==> src/rtl/interrupt_request_sync.sv <==
// Interrupt request register: pin synchronisers, edge detection,
// freeze shadow latch and per-channel overrun flags.
module interrupt_request_sync #(
  parameter int NUM_IRQ     = 8,
  parameter int SYNC_STAGES = 2
) (
  input  logic               clk,
  input  logic               rst_n,
  input  logic [NUM_IRQ-1:0] edge_level_config,
  input  logic               freeze,
  input  logic [NUM_IRQ-1:0] clear_interrupt_req,
  input  logic [NUM_IRQ-1:0] clear_overrun,
  input  logic [NUM_IRQ-1:0] interrupt_req_pin,
  output logic [NUM_IRQ-1:0] interrupt_req_register,
  output logic [NUM_IRQ-1:0] overrun,
  output logic               irq_pending
);

  logic [NUM_IRQ-1:0] sync_q [SYNC_STAGES];
  logic [NUM_IRQ-1:0] prev_q;
  logic [NUM_IRQ-1:0] shadow_q;
  logic [NUM_IRQ-1:0] sync_s;
  logic [NUM_IRQ-1:0] edge_det;
  logic [NUM_IRQ-1:0] irr_next;
  logic [NUM_IRQ-1:0] shadow_next;
  logic [NUM_IRQ-1:0] ovr_set;

  assign sync_s   = sync_q[SYNC_STAGES-1];
  assign edge_det = sync_s & ~prev_q;

  always_ff @(posedge clk or negedge rst_n) begin
    if (!rst_n) begin
      for (int k = 0; k < SYNC_STAGES; k++) begin
        sync_q[k] <= '0;
      end
    end else begin
      sync_q[0] <= interrupt_req_pin;
      for (int k = 1; k < SYNC_STAGES; k++) begin
        sync_q[k] <= sync_q[k-1];
      end
    end
  end

  always_comb begin
    irr_next    = interrupt_req_register;
    shadow_next = shadow_q;
    ovr_set     = '0;
    for (int i = 0; i < NUM_IRQ; i++) begin
      if (edge_level_config[i]) begin
        shadow_next[i] = 1'b0;
        if (clear_interrupt_req[i]) begin
          irr_next[i] = 1'b0;
        end else if (!freeze) begin
          irr_next[i] = sync_s[i];
        end
      end else begin
        // One request stored per channel; a further edge is an overrun
        ovr_set[i] = edge_det[i] & ~clear_interrupt_req[i]
                   & (interrupt_req_register[i] | shadow_q[i]);
        if (clear_interrupt_req[i] || freeze) begin
          shadow_next[i] = shadow_q[i] | edge_det[i];
          if (clear_interrupt_req[i]) begin
            irr_next[i] = 1'b0;
          end
        end else begin
          irr_next[i] = interrupt_req_register[i]
                      | edge_det[i] | shadow_q[i];
          shadow_next[i] = 1'b0;
        end
      end
    end
  end

  always_ff @(posedge clk or negedge rst_n) begin
    if (!rst_n) begin
      prev_q                 <= '0;
      shadow_q               <= '0;
      interrupt_req_register <= '0;
      overrun                <= '0;
      irq_pending            <= 1'b0;
    end else begin
      prev_q                 <= sync_s;
      shadow_q               <= shadow_next;
      interrupt_req_register <= irr_next;
      overrun                <= ovr_set | (overrun & ~clear_overrun);
      irq_pending            <= |irr_next;
    end
  end

endmodule
==> config.mk <==
export PLATFORM = sky130hd
export DESIGN_NAME = interrupt_request_sync
export DESIGN_NICKNAME = d
export VERILOG_FILES = /design/src/rtl/interrupt_request_sync.sv
export SDC_FILE = /design/constraint.sdc
export NUM_CORES = 1
export LEC_CHECK = 0
export CORE_UTILIZATION = 47
export CTS_CLUSTER_SIZE = 14
export DETAILED_ROUTE_END_ITERATION = 12
export PLACE_DENSITY = 0.8
export SYNTH_ARGS = -nofsm -noshare
export SYNTH_HDL_FRONTEND = slang
export SYNTH_SLANG_ARGS = --single-unit
==> constraint.sdc <==
create_clock -name clk -period 1.6 [get_ports clk]
set_clock_uncertainty 0.1 [all_clocks]
set_input_delay 0.32 -clock clk [delete_from_list [all_inputs] [get_ports clk]]
set_output_delay 0.32 -clock clk [all_outputs]
set_load 0.01 [all_outputs]
==> impl_metrics.ini <==
[status]
status = finished, final reports clean

[layout]
syn_to_final_growth_pct = 44.3
nNetsFinal = 261
fin_area_um2 = 2670
fillers = 270
num_antenna_cells = 0
final_cell_mix = 49 x dfrtp_1, 33 x clkdlybuf4s50_1, 20 x nor2_1
final_common_cell = dfrtp_1
drive_above_1_share_pct = 15.0
multi_input_area_um2 = 614
seq_area_um2 = 1230

[clocking]
clk_latency_ps = 300
tritoncts = done
clock-sinks = 49
numCtsBuffers = 5
htreeDepth = 2
root_buffer = clkbuf_8
clk_pin_slew_ps = 90
cts_max_path_buffers = 2

[yosys]
syn_inst = 155
synth.yosys.seq_area_share_pct = 66.4
postSynthAreaPerCell_um2 = 11.9
netlist_area_um2 = 1850
synth_fp_nets = 190
synth_edf_count = 0
ys_async_sr_fraction_pct = 100
yosys_most_used_dff = dfrtp_1
ys_warn_count = 0
ys_ff_latch = 49
yosysUniqueCellTypes = 20

[sta]
max_clock_freq_ghz = 0.646
hold_violations = 0
rsz0062_at_grt = no
period_needed_ps = 1550
final.period_utilization_pct = 96.7
setup_slack_ps = 52.8
slew_violations = 0
setup_viol = 0
fin_tns_setup_ps = 0
max-slew-margin-rel_pct = 77.4
worstMarginPinSlew_ps = 336

[worst_setup_path]
crit_chain = buf_4 -> or4_4 -> a22oi_2 -> nand4_1
reg2reg_slack_ps = 50
critical_path_buf_inv_count = 1
cpPeakStageDelay_ps = 510
worst_ep_arrival_time_ps = 1640
cp.required_ps = 1690
crit_family = simple AND/OR/NAND/NOR gates
cp_max_fo = 3
end_kind = flip-flop
path_class = flip-flop to flip-flop
slowest_stage = or4_4
crit_path_start_kind = flip-flop

[drt]
wl_per_cell_um = 15.4
drt_wl_total_um = 4230
ant_nets = 0
vias = 1443
first_pass_iters = 4
drc = 0
viasPerCell = 5.27
drtIter0Drc = 30

[placement]
place_congestion = 0.763
placed_area_um2 = 2510
hpwl_um = 3110
io_buffer_count = 51
preCtsSetupSlack_ps = -325

[global_route]
grt_max_degree = 50
track_usage_pct = 23.2
antenna_found_initial = 0
grt_pass1_wl_um = 7080
grt_pass1_vias = 1553
grt-ovfl-total = 0

[die]
initial_core_util_pct = 49.7
fp.dieH_um = 64.7
rows = 22
io_pins = 52
fp.dieW_um = 64.7
die_area_um2 = 4190
core-area_um2 = 3720

[power_and_ir_drop]
total_power_mw = 2.55
p_leak_nw = 1.20
ir_worst_vdd_mv = 0.833
power.density_nw_per_um2 = 956

[flow_run]
maxCapViolCount = 0

[min_path]
hold_class = flip-flop to flip-flop
## worst register-to-register path: cells and delay by family, from the launching register on
family | cells | cell delay [ps]
simple gates | 2 | 610
flops | 1 | 400
compound gates | 1 | 170
buf+inv | 1 | 150
## cell type report
| type | count | area share (%) |
|---|---|---|
| sequential | 49 | 46.0 |
| timing repair buffer | 66 | 23.6 |
| multi-input combinational | 95 | 23.0 |
| inverter | 9 | 1.27 |
| clock buffer | 5 | 2.58 |
| tap | 48 | 2.25 |
| clock inverter | 2 | 1.31 |
## logic make-up (layout without fill, tap and decap cells)
kind of cell | after synthesis | after routing | synth area share [%]
simple gates | 74 | 74 | 23.2
flops | 49 | 49 | 66.4
compound gates | 21 | 21 | 8.12
buf+inv | 11 | 82 | 2.37
## final timing paths
kind / from / depth (start not counted) / end
min reg2reg: sync_q[8] / 0 / sync_s[0]
max: interrupt_req_register[7] / 4 / irq_pending
min: sync_q[8] / 0 / sync_s[0]
max reg2reg: interrupt_req_register[7] / 4 / irq_pending
max in group asynchronous: rst_n / 3 / prev_q[4]
min in group asynchronous: rst_n / 3 / overrun[0]
## state kept, by name, indices dropped and copies added (netlist names)
| register | flops |
|---|---|
| interrupt_req_register | 8 |
| overrun | 8 |
| prev_q | 8 |
| shadow_q | 8 |
| sync_q | 8 |
| sync_s | 8 |
| irq_pending | 1 |
## metal layers
| layer | wire, um | vias to the layer above | global-route usage (%) |
|---|---|---|---|
| li1 | - | 676 | - |
| met1 | 1600 | 710 | 25.3 |
| met2 | 2340 | 48 | 41.4 |
| met3 | 203 | 9 | 7.39 |
| met4 | 85 | 0 | 8.89 |
| met5 | 0 | - | 0 |
## synth_stat cells (2+ instances only)
cell type  count  area [um^2]
o32ai_1        5         43.8
o211ai_1       3         22.5
and2_1         7         43.8
a22oi_1        3         22.5
nor3_1        15         75.1
nor2b_1       12         75.1
nor3b_1        7         52.6
buf_2          2         10.0
inv_1          9         33.8
o21ai_0        8         40.0
or4_1          7         52.6
and2b_1        2         15.0
dfrtp_1       49         1230
nor2_1        20         75.1
## power by group
| part | internal [mW] | leakage (nW) | total [mW] | switching, mW |
|---|---|---|---|---|
| combinational | 0.207 | 0.530 | 0.366 | 0.160 |
| sequential | 1.30 | 0.612 | 1.35 | 0.0406 |
| clock | 0.454 | 0.0540 | 0.837 | 0.383 |
| total | 1.97 | 1.20 | 2.55 | 0.583 |
## stage by stage
step | utilization [%] | hold slack [ps] | instances
2_1_floorplan | - | -75.6 | 155
3_3_place_gp | 67.6 | 221 | 263
3_5_place_dp | 67.6 | 222 | 263
4_1_cts | 71.0 | 263 | 274
5_1_grt | 71.8 | 272 | 274
6_report | 71.8 | 261 | 274
## what timing repair did
action / 4_1_cts / 5_1_grt
pin swaps: 0 / 0
resized for setup: 18 / 7
buffers inserted: 3 / 0
endpoints found under the setup margin: 17 / 2
hold buffers: 1 / 0
hold endpoints to repair: 49 / 0
(Power assumes the default switching activity.)
